`src/rtl/sram_tp_burst_reader_pkg.sv`:
```
// Shared state encodings and width helper for the SRAM two-port burst read controller.
package sram_tp_burst_reader_pkg;

    localparam logic [1:0] SRAM_BRD_IDLE  = 2'd0;
    localparam logic [1:0] SRAM_BRD_ISSUE = 2'd1;
    localparam logic [1:0] SRAM_BRD_DRAIN = 2'd2;

    // Ceiling log2 with a floor of one bit so degenerate sizes still get a real signal.
    function automatic int func_log2(input int n);
        int r;
        r = 1;
        while ((1 << r) < n) begin
            r = r + 1;
        end
        return r;
    endfunction

endpackage

```
`src/rtl/sram_tp_burst_reader_fifo_sync_reg_based.sv`:
```
// Register-array FIFO with occupancy count; synchronous active-low reset plus a synchronous clear.
module fifo_sync_reg_based
    import sram_tp_burst_reader_pkg::*;
#(
    parameter int DEPTH   = 4,
    parameter int DATA_WD = 8,
    localparam int CNT_WD = func_log2(DEPTH + 1),
    localparam int PTR_WD = func_log2(DEPTH)
) (
    input  logic               clk,
    input  logic               rstn,
    input  logic               clr_i,
    input  logic               push_i,
    input  logic [DATA_WD-1:0] dat_i,
    input  logic               pop_i,
    output logic [DATA_WD-1:0] dat_o,
    output logic [CNT_WD-1:0]  cnt_o
);

    localparam logic [PTR_WD-1:0] PTR_LAST = PTR_WD'(DEPTH - 1);

    logic [DATA_WD-1:0] mem_q [DEPTH];
    logic [PTR_WD-1:0]  wr_ptr_q;
    logic [PTR_WD-1:0]  rd_ptr_q;
    logic [CNT_WD-1:0]  cnt_q;

    always_ff @(posedge clk) begin
        if (push_i) begin
            mem_q[wr_ptr_q] <= dat_i;
        end
    end

    always_ff @(posedge clk) begin
        if (!rstn || clr_i) begin
            wr_ptr_q <= '0;
            rd_ptr_q <= '0;
            cnt_q    <= '0;
        end else begin
            if (push_i) begin
                wr_ptr_q <= (wr_ptr_q == PTR_LAST) ? '0 : wr_ptr_q + PTR_WD'(1);
            end
            if (pop_i) begin
                rd_ptr_q <= (rd_ptr_q == PTR_LAST) ? '0 : rd_ptr_q + PTR_WD'(1);
            end
            case ({push_i, pop_i})
                2'b10:   cnt_q <= cnt_q + CNT_WD'(1);
                2'b01:   cnt_q <= cnt_q - CNT_WD'(1);
                default: cnt_q <= cnt_q;
            endcase
        end
    end

    assign dat_o = mem_q[rd_ptr_q];
    assign cnt_o = cnt_q;

endmodule

```
`src/rtl/sram_tp_burst_reader.sv`:
```
// Burst read controller for the multi-bank two-port SRAM read port, credit-limited output buffer.
// Optional abort port enabled by defining SRAM_TP_BURST_READER_ABORT_EN.
module sram_tp_burst_reader
    import sram_tp_burst_reader_pkg::*;
#(
    parameter int KNOB_REGOUT  = 0,
    parameter int NUMB_BNK     = 4,
    parameter int SIZE         = 12,
    parameter int DATA_WD      = 16,
    parameter int BUF_DEPTH    = 4,
    localparam int NUMB_BNK_WD = func_log2(NUMB_BNK),
    localparam int SIZE_WD     = func_log2(SIZE),
    localparam int BUF_WD      = func_log2(BUF_DEPTH + 1)
) (
    input  logic                   clk,
    input  logic                   rstn,
    input  logic                   cmd_val_i,
    output logic                   cmd_rdy_o,
    input  logic [NUMB_BNK_WD-1:0] cmd_idx_bnk_i,
    input  logic [SIZE_WD-1:0]     cmd_adr_i,
    input  logic [SIZE_WD-1:0]     cmd_num_i,
    output logic [NUMB_BNK_WD-1:0] cfg_idx_bnk_o,
    output logic                   rd_val_o,
    output logic [SIZE_WD-1:0]     rd_adr_o,
    input  logic                   rd_val_i,
    input  logic [DATA_WD-1:0]     rd_dat_i,
    output logic                   dat_val_o,
    input  logic                   dat_rdy_i,
    output logic [DATA_WD-1:0]     dat_dat_o,
    output logic                   dat_lst_o,
`ifdef SRAM_TP_BURST_READER_ABORT_EN
    input  logic                   abort_i,
`endif
    output logic                   busy_o,
    output logic                   done_o
);

    localparam logic [SIZE_WD-1:0] ADR_LAST = SIZE_WD'(SIZE - 1);
    localparam logic [BUF_WD:0]    CREDITS  = BUF_DEPTH[BUF_WD:0];

    if (KNOB_REGOUT != 0 && KNOB_REGOUT != 1) begin : g_bad_knob
        $error("KNOB_REGOUT must be 0 or 1");
    end
    if (BUF_DEPTH < KNOB_REGOUT + 3) begin : g_small_buf
        $error("BUF_DEPTH must be at least SRAM latency + 2");
    end

    logic [1:0]             state_q, state_d;
    logic [NUMB_BNK_WD-1:0] bnk_q;
    logic [SIZE_WD-1:0]     adr_q, rem_q, num_q, pop_cnt_q;
    logic [BUF_WD-1:0]      out_cnt_q;
    logic [BUF_WD-1:0]      buf_cnt;
    logic [BUF_WD:0]        credit_used;
    logic                   accept, issue, ret_ok, push, pop, last_hs;
    logic                   abort_now, aborting;

`ifdef SRAM_TP_BURST_READER_ABORT_EN
    logic abort_q;

    always_ff @(posedge clk) begin
        if (!rstn) begin
            abort_q <= 1'b0;
        end else begin
            abort_q <= (abort_q | abort_now) & (state_d != SRAM_BRD_IDLE);
        end
    end

    assign abort_now = abort_i & (state_q != SRAM_BRD_IDLE);
    assign aborting  = abort_q;
`else
    assign abort_now = 1'b0;
    assign aborting  = 1'b0;
`endif

    assign cmd_rdy_o = rstn & (state_q == SRAM_BRD_IDLE);
    assign accept    = cmd_val_i & cmd_rdy_o;
    assign busy_o    = (state_q != SRAM_BRD_IDLE);

    // Only returns we are actually waiting for count; anything else is left over from before a reset.
    assign ret_ok    = rd_val_i & (out_cnt_q != '0);
    assign push      = ret_ok & ~aborting & ~abort_now;
    assign dat_val_o = (buf_cnt != '0) & ~aborting & ~abort_now;
    assign pop       = dat_val_o & dat_rdy_i;
    assign dat_lst_o = dat_val_o & (pop_cnt_q == num_q);
    assign last_hs   = pop & dat_lst_o;
    assign done_o    = last_hs;

    // A word leaving the buffer this cycle hands its slot straight to the next read.
    assign credit_used = {1'b0, out_cnt_q} + {1'b0, buf_cnt} - {{BUF_WD{1'b0}}, pop};
    assign issue       = (state_q == SRAM_BRD_ISSUE) & ~abort_now & (credit_used < CREDITS);
    assign rd_val_o    = issue;
    assign rd_adr_o    = adr_q;
    assign cfg_idx_bnk_o = bnk_q;

    always_comb begin
        state_d = state_q;
        case (state_q)
            SRAM_BRD_IDLE:  if (accept) state_d = SRAM_BRD_ISSUE;
            SRAM_BRD_ISSUE: if (abort_now || (issue && rem_q == '0)) state_d = SRAM_BRD_DRAIN;
            SRAM_BRD_DRAIN: if ((aborting && out_cnt_q == '0) || last_hs) state_d = SRAM_BRD_IDLE;
            default:        state_d = SRAM_BRD_IDLE;
        endcase
    end

    always_ff @(posedge clk) begin
        if (!rstn) begin
            state_q   <= SRAM_BRD_IDLE;
            bnk_q     <= '0;
            adr_q     <= '0;
            rem_q     <= '0;
            num_q     <= '0;
            pop_cnt_q <= '0;
            out_cnt_q <= '0;
        end else begin
            state_q <= state_d;
            if (accept) begin
                bnk_q     <= cmd_idx_bnk_i;
                adr_q     <= cmd_adr_i;
                rem_q     <= cmd_num_i;
                num_q     <= cmd_num_i;
                pop_cnt_q <= '0;
            end else begin
                if (issue) begin
                    adr_q <= (adr_q == ADR_LAST) ? '0 : adr_q + SIZE_WD'(1);
                    rem_q <= rem_q - SIZE_WD'(1);
                end
                if (pop) begin
                    pop_cnt_q <= pop_cnt_q + SIZE_WD'(1);
                end
            end
            case ({issue, ret_ok})
                2'b10:   out_cnt_q <= out_cnt_q + BUF_WD'(1);
                2'b01:   out_cnt_q <= out_cnt_q - BUF_WD'(1);
                default: out_cnt_q <= out_cnt_q;
            endcase
        end
    end

    fifo_sync_reg_based #(
        .DEPTH   (BUF_DEPTH),
        .DATA_WD (DATA_WD)
    ) u_buf (
        .clk    (clk),
        .rstn   (rstn),
        .clr_i  (abort_now),
        .push_i (push),
        .dat_i  (rd_dat_i),
        .pop_i  (pop),
        .dat_o  (dat_dat_o),
        .cnt_o  (buf_cnt)
    );

`ifdef SIM_KNOB_DBG
    always_ff @(posedge clk) begin
        if (rstn) begin
            assert (!(push && !pop && {1'b0, buf_cnt} == CREDITS))
                else $fatal(1, "read buffer overflow");
        end
    end
`endif

endmodule

```
`config.mk`:
```
export PLATFORM = sky130hd
export DESIGN_NAME = sram_tp_burst_reader
export DESIGN_NICKNAME = d
export VERILOG_FILES = /design/src/rtl/sram_tp_burst_reader_pkg.sv /design/src/rtl/sram_tp_burst_reader_fifo_sync_reg_based.sv /design/src/rtl/sram_tp_burst_reader.sv
export SDC_FILE = /design/constraint.sdc
export NUM_CORES = 1
export LEC_CHECK = 0
export CORE_MARGIN = 5
export CORE_UTILIZATION = 58
export DETAILED_ROUTE_END_ITERATION = 6
export GPL_ROUTABILITY_DRIVEN = 0
export GPL_TIMING_DRIVEN = 1
export PLACE_DENSITY = 0.84
export SYNTH_ARGS = -nofsm -noshare
export SYNTH_HDL_FRONTEND = slang
export SYNTH_HIERARCHICAL = 1
export SYNTH_SLANG_ARGS = --single-unit
```
`constraint.sdc`:
```
create_clock -name clk -period 6.3 [get_ports clk]
set_input_delay 1.575 -clock clk [delete_from_list [all_inputs] [get_ports clk]]
set_output_delay 1.575 -clock clk [all_outputs]
set_load 0.02 [all_outputs]
```
* Word-level counts from Yosys, hierarchy flattened
Memories as Yosys holds them, arrays and structs flattened. A register that Yosys moved wholly into a read port is not among the register bits.
Cells that the tools add are included.
** Storage, ports and cells
- Register bits :: 30
- RAM bits :: 64
- Input port bits :: 31
- Output and inout bits :: 28
- Word-level logic and storage cells :: 72
- Memories :: 1
** Operators by class
- Add/subtract/negate cells :: 11
- Order comparisons :: 1
- Equality and inequality tests :: 13
- Multiplexer cells :: 17
- Bitwise gates (word level) :: 8
- Reduce and logical (&&, ||, !) cells :: 11
** Memories
- u_buf.mem_q :: depth 4, bits a word 16, read ports 1, clocked after memory_dff 1, write ports 1, line sram_tp_burst_reader_fifo_sync_reg_based.sv:22 : logic [DATA_WD-1:0] mem_q [DEPTH];
** Operators with widths (count)
- 4-bit two-way mux :: 5
- 2-bit two-way mux :: 7
- 3-bit case mux with 2 select lines :: 2
- 2-bit equality test (second input constant) :: 5
- 4-bit by 1-bit adder with 4-bit output (second input constant) :: 2
- 2-bit nonzero test :: 4
- 1-bit bitwise AND :: 7
- 3-bit by 1-bit adder with 3-bit output (second input constant) :: 2
- 2-bit by 1-bit equality test with 1-bit output (second input constant) :: 3
- 2-bit case mux with 3 select lines :: 1
- 3-bit nonzero test :: 2
- 3-bit by 1-bit subtractor with 3-bit output (second input constant) :: 2
- 2-bit by 1-bit adder with 2-bit output (second input constant) :: 2
- 3-bit by 3-bit adder with 4-bit output :: 1
- 4-bit equality test :: 1
- 4-bit equality test (second input constant) :: 1
- 4-bit logical NOT :: 1
- 4-bit by 3-bit < comparator with 1-bit output (second input constant) :: 1
- 2-bit != test (second input constant) :: 2
- 4-bit by 1-bit subtractor with 4-bit output :: 1
- 4-bit by 1-bit subtractor with 4-bit output (second input constant) :: 1
- 3-bit AND reduction :: 1
- 2-bit logical NOT :: 1
- 1-bit two-way mux :: 2
- 4 further kinds :: 4

* Depth between registers and ports, before layout
Gate-level depths: netlist of run 1.
- Depth in word-level cells :: 8
- Gate-level depth with buffers :: 15
- Mapped depth without buffers :: 15

* Modules after synthesis
The synthesis of run 1 kept the hierarchy.
** By module, submodules not included
- fifo_sync_reg_based :: times used 1, cells an instance 127, area an instance 2778.9 µm², sequential area each 2102.0 µm²
- sram_tp_burst_reader :: times used 1, cells an instance 160, area an instance 1341.3 µm², sequential area each 460.4 µm²

* Least setup slack after synthesis of run 1
OpenSTA, ideal clock, no wires.
- Path type :: input port to output port
- Start point :: input dat_rdy_i
- End point :: output rd_val_o
- Data arrival time :: 3039 ps
- Required time :: 4725 ps
- Path slack :: 1686 ps
- Cell stages on the path :: 9
- Buffers on the path :: 0
- Cells stage by stage :: nand2_1 inv_1 ha_1 inv_1 ha_1 and3b_4 nor4_4 o21ai_4 inv_6
** Between the ends
- Word-level cells in the longest chain between the ends :: 4
** RTL lines
- start: declaration :: line sram_tp_burst_reader.sv:28 : input logic dat_rdy_i,
- 1-bit bitwise AND :: line sram_tp_burst_reader.sv:83 : assign pop = dat_val_o & dat_rdy_i;
- via pop :: line sram_tp_burst_reader.sv:54 : logic accept, issue, ret_ok, push, pop, last_hs;
- 4-bit by 1-bit subtractor with 4-bit output :: line sram_tp_burst_reader.sv:89 : assign credit_used = {1'b0, out_cnt_q} + {1'b0, buf_cnt} - {{BUF_WD{1'b0}}, pop};
- 4-bit by 3-bit < comparator with 1-bit output :: line sram_tp_burst_reader.sv:90 : assign issue = (state_q == SRAM_BRD_ISSUE) & ~abort_now & (credit_used < CREDITS);
- 1-bit bitwise AND :: line sram_tp_burst_reader.sv:90
- end: declaration :: line sram_tp_burst_reader.sv:23 : output logic rd_val_o,
The timed path passes the listed nets, and every way through them passes these cells.

* Worst setup path after layout of run 1
Ends and elaborated chain as after synthesis.

==> results.py, run 1 <==
metrics = {
    "outcome": {
        "run_status": "complete, no violations",
    },
    "synthesis": {
        "synth-async-reset-ratio_pct": 0,
        "yosys.area_share.simple_pct": 8.81,
        "syn_inst": 287,
        "ys_ff_latch": 96,
        "synth_edf_count": 64,
        "synth_fp_nets": 336,
        "ys_types": 48,
        "seq_area_frac_synth_pct": 62.2,
        "synth_adder_area_share_pct": 5.83,
        "syn_area_per_cell_um2": 14.4,
        "yosysWarnings": 6,
        "synth_compound_area_share_pct": 6.01,
        "netlist_area_mm2": 0.00412,
        "synth_top_flop_cell": "edfxtp_1",
        "synthXorXnorAreaFrac_pct": 2.98,
        "synth_top_family_by_area": "multiplexers",
        "synth.area.mux_share_pct": 10.5,
    },
    "hold_path": {
        "min_to": "cfg_idx_bnk_o[0]",
        "min-delay-start": "cfg_idx_bnk_o[0]",
        "hold_class": "register to register",
        "worstHoldPathCells": 2,
    },
    "cts": {
        "path_clk_slew_ns": 0.09,
        "hold_buffers": 0,
        "clk_path_buf_depth": 2,
        "cts_max_level": 3,
        "cts-root-buf": "clkbuf_8",
        "numCtsBuffers": 9,
        "clock_sinks": 96,
        "clock_latency_ns": 0.35,
        "cts.repair.resized": 0,
        "cts_tree": "done",
        "cts_setup_buffers": 0,
    },
    "sta": {
        "setup_viol": 0,
        "hold_viol_final": 0,
        "worstMarginPinSlew_ns": 0.932,
        "fmaxAchievable_ghz": 0.171,
        "rsz0062_at_grt": "no",
        "setup_tns_ns": 0,
        "period_share_pct": 92.7,
        "finalWorstSetupSlack_ns": 0.461,
        "relSlewSlack_pct": 37.8,
        "holdWs_ns": 0.463,
        "slew_violations": 0,
        "fin_crit_ns": 5.84,
        "finClkSkew_ns": 0.0111,
    },
    "floorplan": {
        "ios": 59,
        "initial_utilization_pct": 60.0,
        "die_h_um": 94.3,
        "fp.coreArea_mm2": 0.00687,
        "dieArea_mm2": 0.00889,
        "die_w_um": 94.3,
        "num_rows": 30,
    },
    "critical_path": {
        "crit_type": "input port to output port",
        "ff2ff_path_depth": 15,
        "start_kind": "input port",
        "regToRegStartpoint": "u_buf/cnt_o[0]",
        "critPathRequiredTime_ns": 4.72,
        "crit_fanout": 9,
        "r2r_setup_slack_ns": 2.72,
        "end_kind": "output port",
        "rr_endpoint": "out_cnt_q[2]",
        "cp_data_arrival_time_ns": 4.26,
    },
    "route": {
        "drc_errors": 0,
        "drt_iter0_drc": 112,
        "drtPass1Iterations": 6,
        "vias": 2457,
        "routedWlPerCell_um": 16.6,
        "wl_um": 7450,
        "viasPerCell": 5.47,
        "postRouteAntennaNets": 0,
    },
    "pwr": {
        "p_per_area_mw_per_mm2": 355,
        "ir_drop_mv": 0.239,
        "p_leak_nw": 1.69,
    },
    "global_routing": {
        "grt.overflow.total": 0,
        "grt_max_degree": 19,
        "grt_pass1_wl_um": 11900,
        "grtUsageTotal_pct": 17.8,
        "antenna_found_initial": 0,
        "grt_pass1_vias": 2503,
    },
    "place": {
        "numPortBuffers": 58,
        "post-place-ws_ns": 0.454,
        "hpwl_um": 5270,
    },
    "job": {
        "drv_cap": 0,
    },
    "layout": {
        "syn_to_final_growth_pct": 20.6,
        "layout_commonest_cell": "edfxtp_1",
        "mostFrequentLayoutCells": "64 x edfxtp_1, 58 x clkdlybuf4s50_1, 32 x dfxtp_1, 21 x nand2_1, 21 x inv_1",
        "layout.nets": 397,
        "n_antenna_cell": 0,
        "drive_gt1_share_pct": 9.63,
    },
}
Yosys cell counts, types with 3 or more instances:
library cell / count / share of area (%)
a21oi_1: 17 / 2.1
and2_1: 4 / 0.61
dfxtp_1: 32 / 16
edfxtp_1: 64 / 47
ha_1: 16 / 4.9
inv_1: 21 / 1.9
mux2i_1: 5 / 1.2
mux4_1: 6 / 3.8
mux4_2: 10 / 5.5
nand2_1: 21 / 1.9
nand2b_1: 3 / 0.46
nand3_1: 3 / 0.36
nor2_1: 20 / 1.8
o21ai_0: 7 / 0.85
or3_1: 3 / 0.46
xnor2_1: 7 / 1.5
xor2_1: 7 / 1.5
layout make-up:
| cell class | instances | area, um^2 |
|---|---|---|
| clock buffer | 9 | 124 |
| clock inverter | 7 | 86.3 |
| fill | 440 | 1900 |
| inverter | 22 | 87.6 |
| multi-input combinational | 161 | 1410 |
| sequential | 96 | 2560 |
| tap | 96 | 120 |
| timing repair buffer | 58 | 581 |
sequential cells by signal (all words and copies together), names as in the netlist, named ones only:
register,flops
cfg_idx_bnk_o,2
num_q,4
out_cnt_q,3
pop_cnt_q,4
rd_adr_o,4
rem_q,4
state_q,2
u_buf/cnt_o,3
u_buf/mem_q,64
u_buf/rd_ptr_q,2
u_buf/wr_ptr_q,2
logic make-up after synthesis:
family	after synthesis
XOR/XNOR	14
AO/OA/AOI/OAI	37
AND/OR/NAND/NOR	70
multiplexers	21
flip-flops	96
other	1
buffers and inverters	30
adder cells (fa/ha/maj)	18
where the power goes:
group | total [mW] | internal, mW | switching (mW)
sequential | 0.793 | 0.745 | 0.0471
clock | 0.416 | 0.192 | 0.225
combinational | 0.558 | 0.255 | 0.303
total | 1.77 | 1.19 | 0.574
metal layers:
| layer | global-route usage, % | share of wire [%] |
|---|---|---|
| met1 | 21.0 | 42 |
| met2 | 32.2 | 52 |
| met3 | 3.53 | 4.4 |
| met4 | 6.50 | 1.5 |
| met5 | 0 | 0 |
how the worst max path moves through the flow:
stage	slack [ns]	endpoint	start
floorplan	1.69	rd_val_o	dat_rdy_i
global placement	0.49	rd_val_o	dat_rdy_i
detailed placement	0.45	rd_val_o	dat_rdy_i
CTS	0.44	rd_val_o	dat_rdy_i
global route	0.31	rd_val_o	dat_rdy_i
finish	0.46	rd_val_o	dat_rdy_i
worst max-delay path: stages:
cell,delay [ns]
clkdlybuf4s50_1,0.47
nand2_1,0.07
inv_1,0.23
ha_1,0.20
inv_1,0.04
ha_1,0.26
and3b_4,0.19
nor4_4,0.34
o21ai_4,0.15
inv_6,0.11
clkdlybuf4s50_1,0.62
through the flow:
stage               instance area [um^2]  cells  utilization, %  power [mW]
floorplan                           4120    287               -        1.18
global route                        4970    449            72.4        1.86
global placement                    4760    433            69.3        1.35
detailed placement                  4760    433            69.3        1.36
finish                              4970    449            72.4        1.77
CTS                                 4970    449            72.4        1.78
Power figures use the tool's default switching activity.
==> run 2, diff against run 1 <==
--- a/config.mk
+++ b/config.mk
@@ -6,11 +6,12 @@
 export NUM_CORES = 1
 export LEC_CHECK = 0
 export CORE_MARGIN = 5
-export CORE_UTILIZATION = 58
+export CORE_UTILIZATION = 45
 export DETAILED_ROUTE_END_ITERATION = 6
 export GPL_ROUTABILITY_DRIVEN = 0
 export GPL_TIMING_DRIVEN = 1
-export PLACE_DENSITY = 0.84
+export PLACE_DENSITY = 0.68
+export SKIP_LAST_GASP = 1
 export SYNTH_ARGS = -nofsm -noshare
 export SYNTH_HDL_FRONTEND = slang
 export SYNTH_HIERARCHICAL = 1
==> constraint.sdc (replaced) <==
create_clock -name clk -period 5.5 [get_ports clk]
set_input_delay 1.375 -clock clk [delete_from_list [all_inputs] [get_ports clk]]
set_output_delay 1.375 -clock clk [all_outputs]
set_load 0.02 [all_outputs]
==> run 2 against run 1 <==
  * Register-to-register slack got worse by 0.76 ns
  * Critical path type unchanged
  * Critical endpoint unchanged
  * Via count fell by 1.8%
  * First-iteration DRC count fell by 29%
  * Sequential share of layout area fell by 0.83 points
  * Cell area rose by 1.6%
  * Worst hold slack got worse by 0.0015 ns
==> results.py, run 2 (synthesis results as in run 1) <==
metrics = {
    "outcome": {
        "run_status": "complete, no violations",
    },
    "global_routing": {
        "grt_pass1_vias": 2464,
        "antenna_found_initial": 0,
        "grt.overflow.total": 0,
        "grt_max_degree": 19,
        "grt_pass1_wl_um": 12200,
        "grtUsageTotal_pct": 13.8,
    },
    "sta": {
        "setup_viol": 0,
        "hold_viol_final": 0,
        "rsz0062_at_grt": "no",
        "finalWorstSetupSlack_ns": 0.231,
        "fmaxAchievable_ghz": 0.190,
        "worstMarginPinSlew_ns": 1.01,
        "setup_tns_ns": 0,
        "fin_crit_ns": 5.27,
        "finClkSkew_ns": 0.0124,
        "slew_violations": 0,
        "period_share_pct": 95.8,
        "relSlewSlack_pct": 32.3,
    },
    "layout": {
        "syn_to_final_growth_pct": 22.6,
        "mostFrequentLayoutCells": "64 x edfxtp_1, 58 x clkdlybuf4s50_1, 32 x dfxtp_1, 21 x nand2_1, 21 x inv_1",
        "layout.nets": 398,
        "largest_reg_flops": 64,
        "largest_register": "u_buf/mem_q",
        "n_antenna_cell": 0,
        "layout_commonest_cell": "edfxtp_1",
        "drive_gt1_share_pct": 9.60,
    },
    "floorplan": {
        "initial_utilization_pct": 45.5,
        "fp.coreArea_mm2": 0.00906,
        "dieArea_mm2": 0.0112,
        "ios": 59,
        "die_h_um": 106,
        "die_w_um": 106,
        "num_rows": 35,
    },
    "place": {
        "post-place-ws_ns": 0.235,
        "numPortBuffers": 58,
        "hpwl_um": 5060,
    },
    "route": {
        "viasPerCell": 5.19,
        "postRouteAntennaNets": 0,
        "routedWlPerCell_um": 15.7,
        "drtPass1Iterations": 4,
        "wl_um": 7310,
        "drc_errors": 0,
        "vias": 2413,
        "drt_iter0_drc": 80,
    },
    "pwr": {
        "ir_drop_mv": 0.258,
        "p_leak_nw": 1.72,
        "p_per_area_mw_per_mm2": 421,
    },
    "cts": {
        "clock_latency_ns": 0.35,
        "cts_tree": "done",
        "cts.repair.resized": 0,
        "cts-root-buf": "clkbuf_8",
        "path_clk_slew_ns": 0.09,
        "cts_max_level": 3,
        "numCtsBuffers": 9,
        "clk_path_buf_depth": 2,
        "hold_buffers": 0,
        "clock_sinks": 96,
        "cts_setup_buffers": 0,
    },
    "job": {
        "drv_cap": 0,
    },
    "critical_path": {
        "crit_fanout": 8,
        "cp_data_arrival_time_ns": 3.89,
        "crit_type": "input port to output port",
        "start_kind": "input port",
        "end_kind": "output port",
        "critPathRequiredTime_ns": 4.12,
    },
    "hold_path": {
        "hold_class": "register to register",
    },
}
run 2: changes by cell type in the layout (fill, tap and decap cells not counted):
| cell | before | now |
|---|---|---|
| clkbuf_1 | 0 | 1 |
| buf_4 | 0 | 1 |
| clkinv_4 | 2 | 0 |
| inv_8 | 2 | 0 |
| inv_6 | 2 | 3 |
| bufinv_16 | 1 | 4 |
| clkinvlp_4 | 1 | 0 |
run 2: worst paths after layout:
path	from	slack [ns]	cells past startpoint	to
worst max-delay path	dat_rdy_i	0.23	11	rd_val_o
worst min-delay path	cfg_idx_bnk_o[1]	0.46	2	cfg_idx_bnk_o[1]
worst max register to register	u_buf/cnt_o[0]	1.96	15	out_cnt_q[2]
worst min register to register	cfg_idx_bnk_o[1]	0.46	2	cfg_idx_bnk_o[1]
run 2: cell type report:
class,instances,area (um^2)
tap,111,139
clock buffer,10,128
sequential,96,2560
fill,736,4010
timing repair buffer,59,588
multi-input combinational,161,1410
inverter,22,87.6
clock inverter,6,138
run 2: worst max-delay path, stage by stage:
cell	delay, ns
clkdlybuf4s50_1	0.45
nand2_1	0.09
inv_1	0.10
ha_1	0.15
inv_1	0.05
ha_1	0.26
and3b_4	0.19
nor4_4	0.34
o21ai_4	0.15
inv_6	0.11
clkdlybuf4s50_1	0.62
run 2: where the power goes:
group          switching (mW)  total (mW)  internal (mW)
registers              0.0511       0.905          0.854
clock network           0.235       0.586          0.352
logic                   0.341       0.635          0.294
run 2: stage by stage:
| stage | std cells | hold slack (ns) | total power [mW] | util (%) | cell area, um^2 |
|---|---|---|---|---|---|
| 6_report | 465 | 0.462 | 2.13 | 55.7 | 5050 |
| 5_1_grt | 465 | 0.492 | 2.25 | 55.7 | 5050 |
| 4_1_cts | 465 | 0.467 | 2.16 | 55.7 | 5050 |
| 3_5_place_dp | 449 | 0.450 | 1.56 | 52.8 | 4790 |
| 3_3_place_gp | 449 | 0.442 | 1.55 | 52.8 | 4790 |
| 2_1_floorplan | 287 | 0.450 | 1.35 | - | 4120 |
run 2: layer usage:
layer	vias to the layer above	GRT usage, %	routed length (um)
met2	66	22.1	3510
li1	1181	-	-
met1	1158	18.2	3300
met4	0	5.27	103
met3	8	3.25	395
met5	-	0	0
==> run 3, diff against run 2 <==
--- a/config.mk
+++ b/config.mk
@@ -6,11 +6,11 @@
 export NUM_CORES = 1
 export LEC_CHECK = 0
 export CORE_MARGIN = 5
-export CORE_UTILIZATION = 45
+export CORE_UTILIZATION = 40
 export DETAILED_ROUTE_END_ITERATION = 6
 export GPL_ROUTABILITY_DRIVEN = 0
 export GPL_TIMING_DRIVEN = 1
-export PLACE_DENSITY = 0.68
+export REMOVE_ABC_BUFFERS = 1
 export SKIP_LAST_GASP = 1
 export SYNTH_ARGS = -nofsm -noshare
 export SYNTH_HDL_FRONTEND = slang
==> run 3 against run 2 <==
  * Sequential cell count unchanged
  * Core utilization decreased by 6.3 points
  * First-iteration DRC count increased by 25%
  * Clock power decreased by 17%
  * Register-to-register slack improved by 0.13 ns
  * Combinational power about the same
  * Via count decreased by 0.87%
  * Global-route usage decreased by 1.3 points
  * Non-clock buffer count unchanged
  * Largest cell class unchanged
==> results.py, run 3 (synthesis results as in run 1) <==
metrics = {
    "cts": {
        "cts_tree": "done",
        "clock_sinks": 96,
        "cts-root-buf": "clkbuf_8",
        "cts_max_level": 3,
        "cts_setup_buffers": 0,
        "cts.repair.resized": 0,
        "hold_buffers": 0,
        "clock_latency_ns": 0.35,
        "numCtsBuffers": 9,
        "path_clk_slew_ns": 0.10,
        "clk_path_buf_depth": 2,
    },
    "global_routing": {
        "grt_pass1_wl_um": 12300,
        "grt.overflow.total": 0,
        "grt_max_degree": 19,
        "grt_pass1_vias": 2491,
        "grtUsageTotal_pct": 12.5,
        "antenna_found_initial": 0,
    },
    "pwr": {
        "internal_power_mw": 1.37,
        "p_seq_share_pct": 44.6,
        "swShare_pct": 32.5,
        "p_leak_nw": 1.69,
        "combPwrFrac_pct": 31.4,
        "p_per_area_mw_per_mm2": 403,
        "ir_drop_mv": 0.225,
        "p_clk_share_pct": 23.9,
        "p_sw_mw": 0.658,
    },
    "critical_path": {
        "cp_data_arrival_time_ns": 3.82,
        "rr_endpoint": "out_cnt_q[2]",
        "ff2ff_path_depth": 15,
        "critPathRequiredTime_ns": 4.12,
        "start_kind": "input port",
        "regToRegStartpoint": "u_buf/cnt_o[0]",
        "end_kind": "output port",
        "r2r_setup_slack_ns": 2.09,
        "crit_fanout": 8,
        "crit_type": "input port to output port",
    },
    "floorplan": {
        "num_rows": 37,
        "dieArea_mm2": 0.0124,
        "ios": 59,
        "die_w_um": 111,
        "die_h_um": 111,
        "initial_utilization_pct": 40.5,
        "fp.coreArea_mm2": 0.0102,
    },
    "route": {
        "wl_um": 7430,
        "drtPass1Iterations": 4,
        "routedWlPerCell_um": 15.2,
        "vias": 2392,
        "viasPerCell": 4.88,
        "drt_iter0_drc": 100,
        "postRouteAntennaNets": 0,
        "drc_errors": 0,
    },
    "sta": {
        "fin_crit_ns": 5.20,
        "period_share_pct": 94.5,
        "setup_tns_ns": 0,
        "worstMarginPinSlew_ns": 1.02,
        "hold_viol_final": 0,
        "rsz0062_at_grt": "no",
        "finClkSkew_ns": 0.00664,
        "setup_viol": 0,
        "slew_violations": 0,
        "relSlewSlack_pct": 31.9,
        "fmaxAchievable_ghz": 0.192,
    },
    "layout": {
        "largest_register": "u_buf/mem_q",
        "syn_to_final_growth_pct": 22.1,
        "layout.nets": 398,
        "postLayoutCoreUtil_pct": 49.4,
        "fillers": 915,
        "layout_commonest_cell": "edfxtp_1",
        "n_antenna_cell": 0,
        "drive_gt1_share_pct": 9.89,
        "mostFrequentLayoutCells": "64 x edfxtp_1, 58 x clkdlybuf4s50_1, 32 x dfxtp_1, 21 x nand2_1, 21 x inv_1",
        "largest_reg_flops": 64,
    },
    "outcome": {
        "run_status": "complete, no violations",
    },
    "hold_path": {
        "min-delay-start": "cfg_idx_bnk_o[0]",
        "worstHoldPathCells": 2,
        "hold_class": "register to register",
        "min_to": "cfg_idx_bnk_o[0]",
    },
    "job": {
        "drv_cap": 0,
    },
    "place": {
        "numPortBuffers": 58,
        "hpwl_um": 5040,
    },
}
[run 3: cell count changes in the layout (fill, tap and decap cells not counted)]
cell / before / now
bufinv_16: 4 / 1
clkbuf_1: 1 / 0
clkinv_4: 0 / 2
clkinvlp_4: 0 / 1
inv_6: 3 / 1
inv_8: 0 / 3
[run 3: through the flow]
| step | cells | worst slack (ns) | instance area, um^2 | power (mW) | hold WS (ns) |
|---|---|---|---|---|---|
| 2_1_floorplan | 279 | 1.29 | 4060 | 1.34 | 0.450 |
| 3_3_place_gp | 474 | 0.328 | 4820 | 1.56 | 0.449 |
| 3_5_place_dp | 474 | 0.284 | 4820 | 1.57 | 0.452 |
| 4_1_cts | 490 | 0.283 | 5030 | 2.06 | 0.467 |
| 5_1_grt | 490 | 0.167 | 5030 | 2.15 | 0.499 |
| 6_report | 490 | 0.302 | 5030 | 2.03 | 0.463 |
[run 3: worst max-delay path, cell delays in order]
cell	delay, ns
clkdlybuf4s50_1	0.45
nand2_1	0.08
inv_1	0.08
ha_1	0.13
inv_1	0.04
ha_1	0.26
and3b_4	0.19
nor4_4	0.33
o21ai_4	0.15
inv_6	0.12
clkdlybuf4s50_1	0.61
[run 3: cell type report]
type	count	area [um^2]	area share, %
Sequential cell	96	2560	50.9
Clock buffer	9	124	2.46
Inverter	22	87.6	1.74
Timing Repair Buffer	59	588	11.7
Clock inverter	7	88.8	1.77
Multi-Input combinational cell	161	1410	28.0
Tap cell	136	170	3.38
[run 3: how the worst max path moves through the flow]
stage / from / end / slack (ns) / cells after the start
floorplan: dat_rdy_i / rd_val_o / 1.29 / 9
global placement: dat_rdy_i / rd_val_o / 0.33 / 11
detailed placement: dat_rdy_i / rd_val_o / 0.28 / 11
CTS: dat_rdy_i / rd_val_o / 0.28 / 11
global route: dat_rdy_i / rd_val_o / 0.17 / 11
finish: dat_rdy_i / rd_val_o / 0.30 / 11
[run 3: per-layer routing]
metal / track usage, % / up-vias / wire length [um]
met5: 0 / - / 0
met4: 4.14 / 0 / 46
met3: 3.42 / 5 / 325
met2: 20.1 / 54 / 3560
met1: 16.4 / 1149 / 3500
li1: - / 1184 / -
[run 3: power groups by stage]
stage / sequential, mW / clock [mW] / combinational (mW)
2_1_floorplan: 0.921 / 0 / 0.420
3_3_place_gp: 0.921 / 0 / 0.640
3_5_place_dp: 0.921 / 0 / 0.645
4_1_cts: 0.906 / 0.502 / 0.648
5_1_grt: 0.916 / 0.535 / 0.702
6_report: 0.904 / 0.484 / 0.637
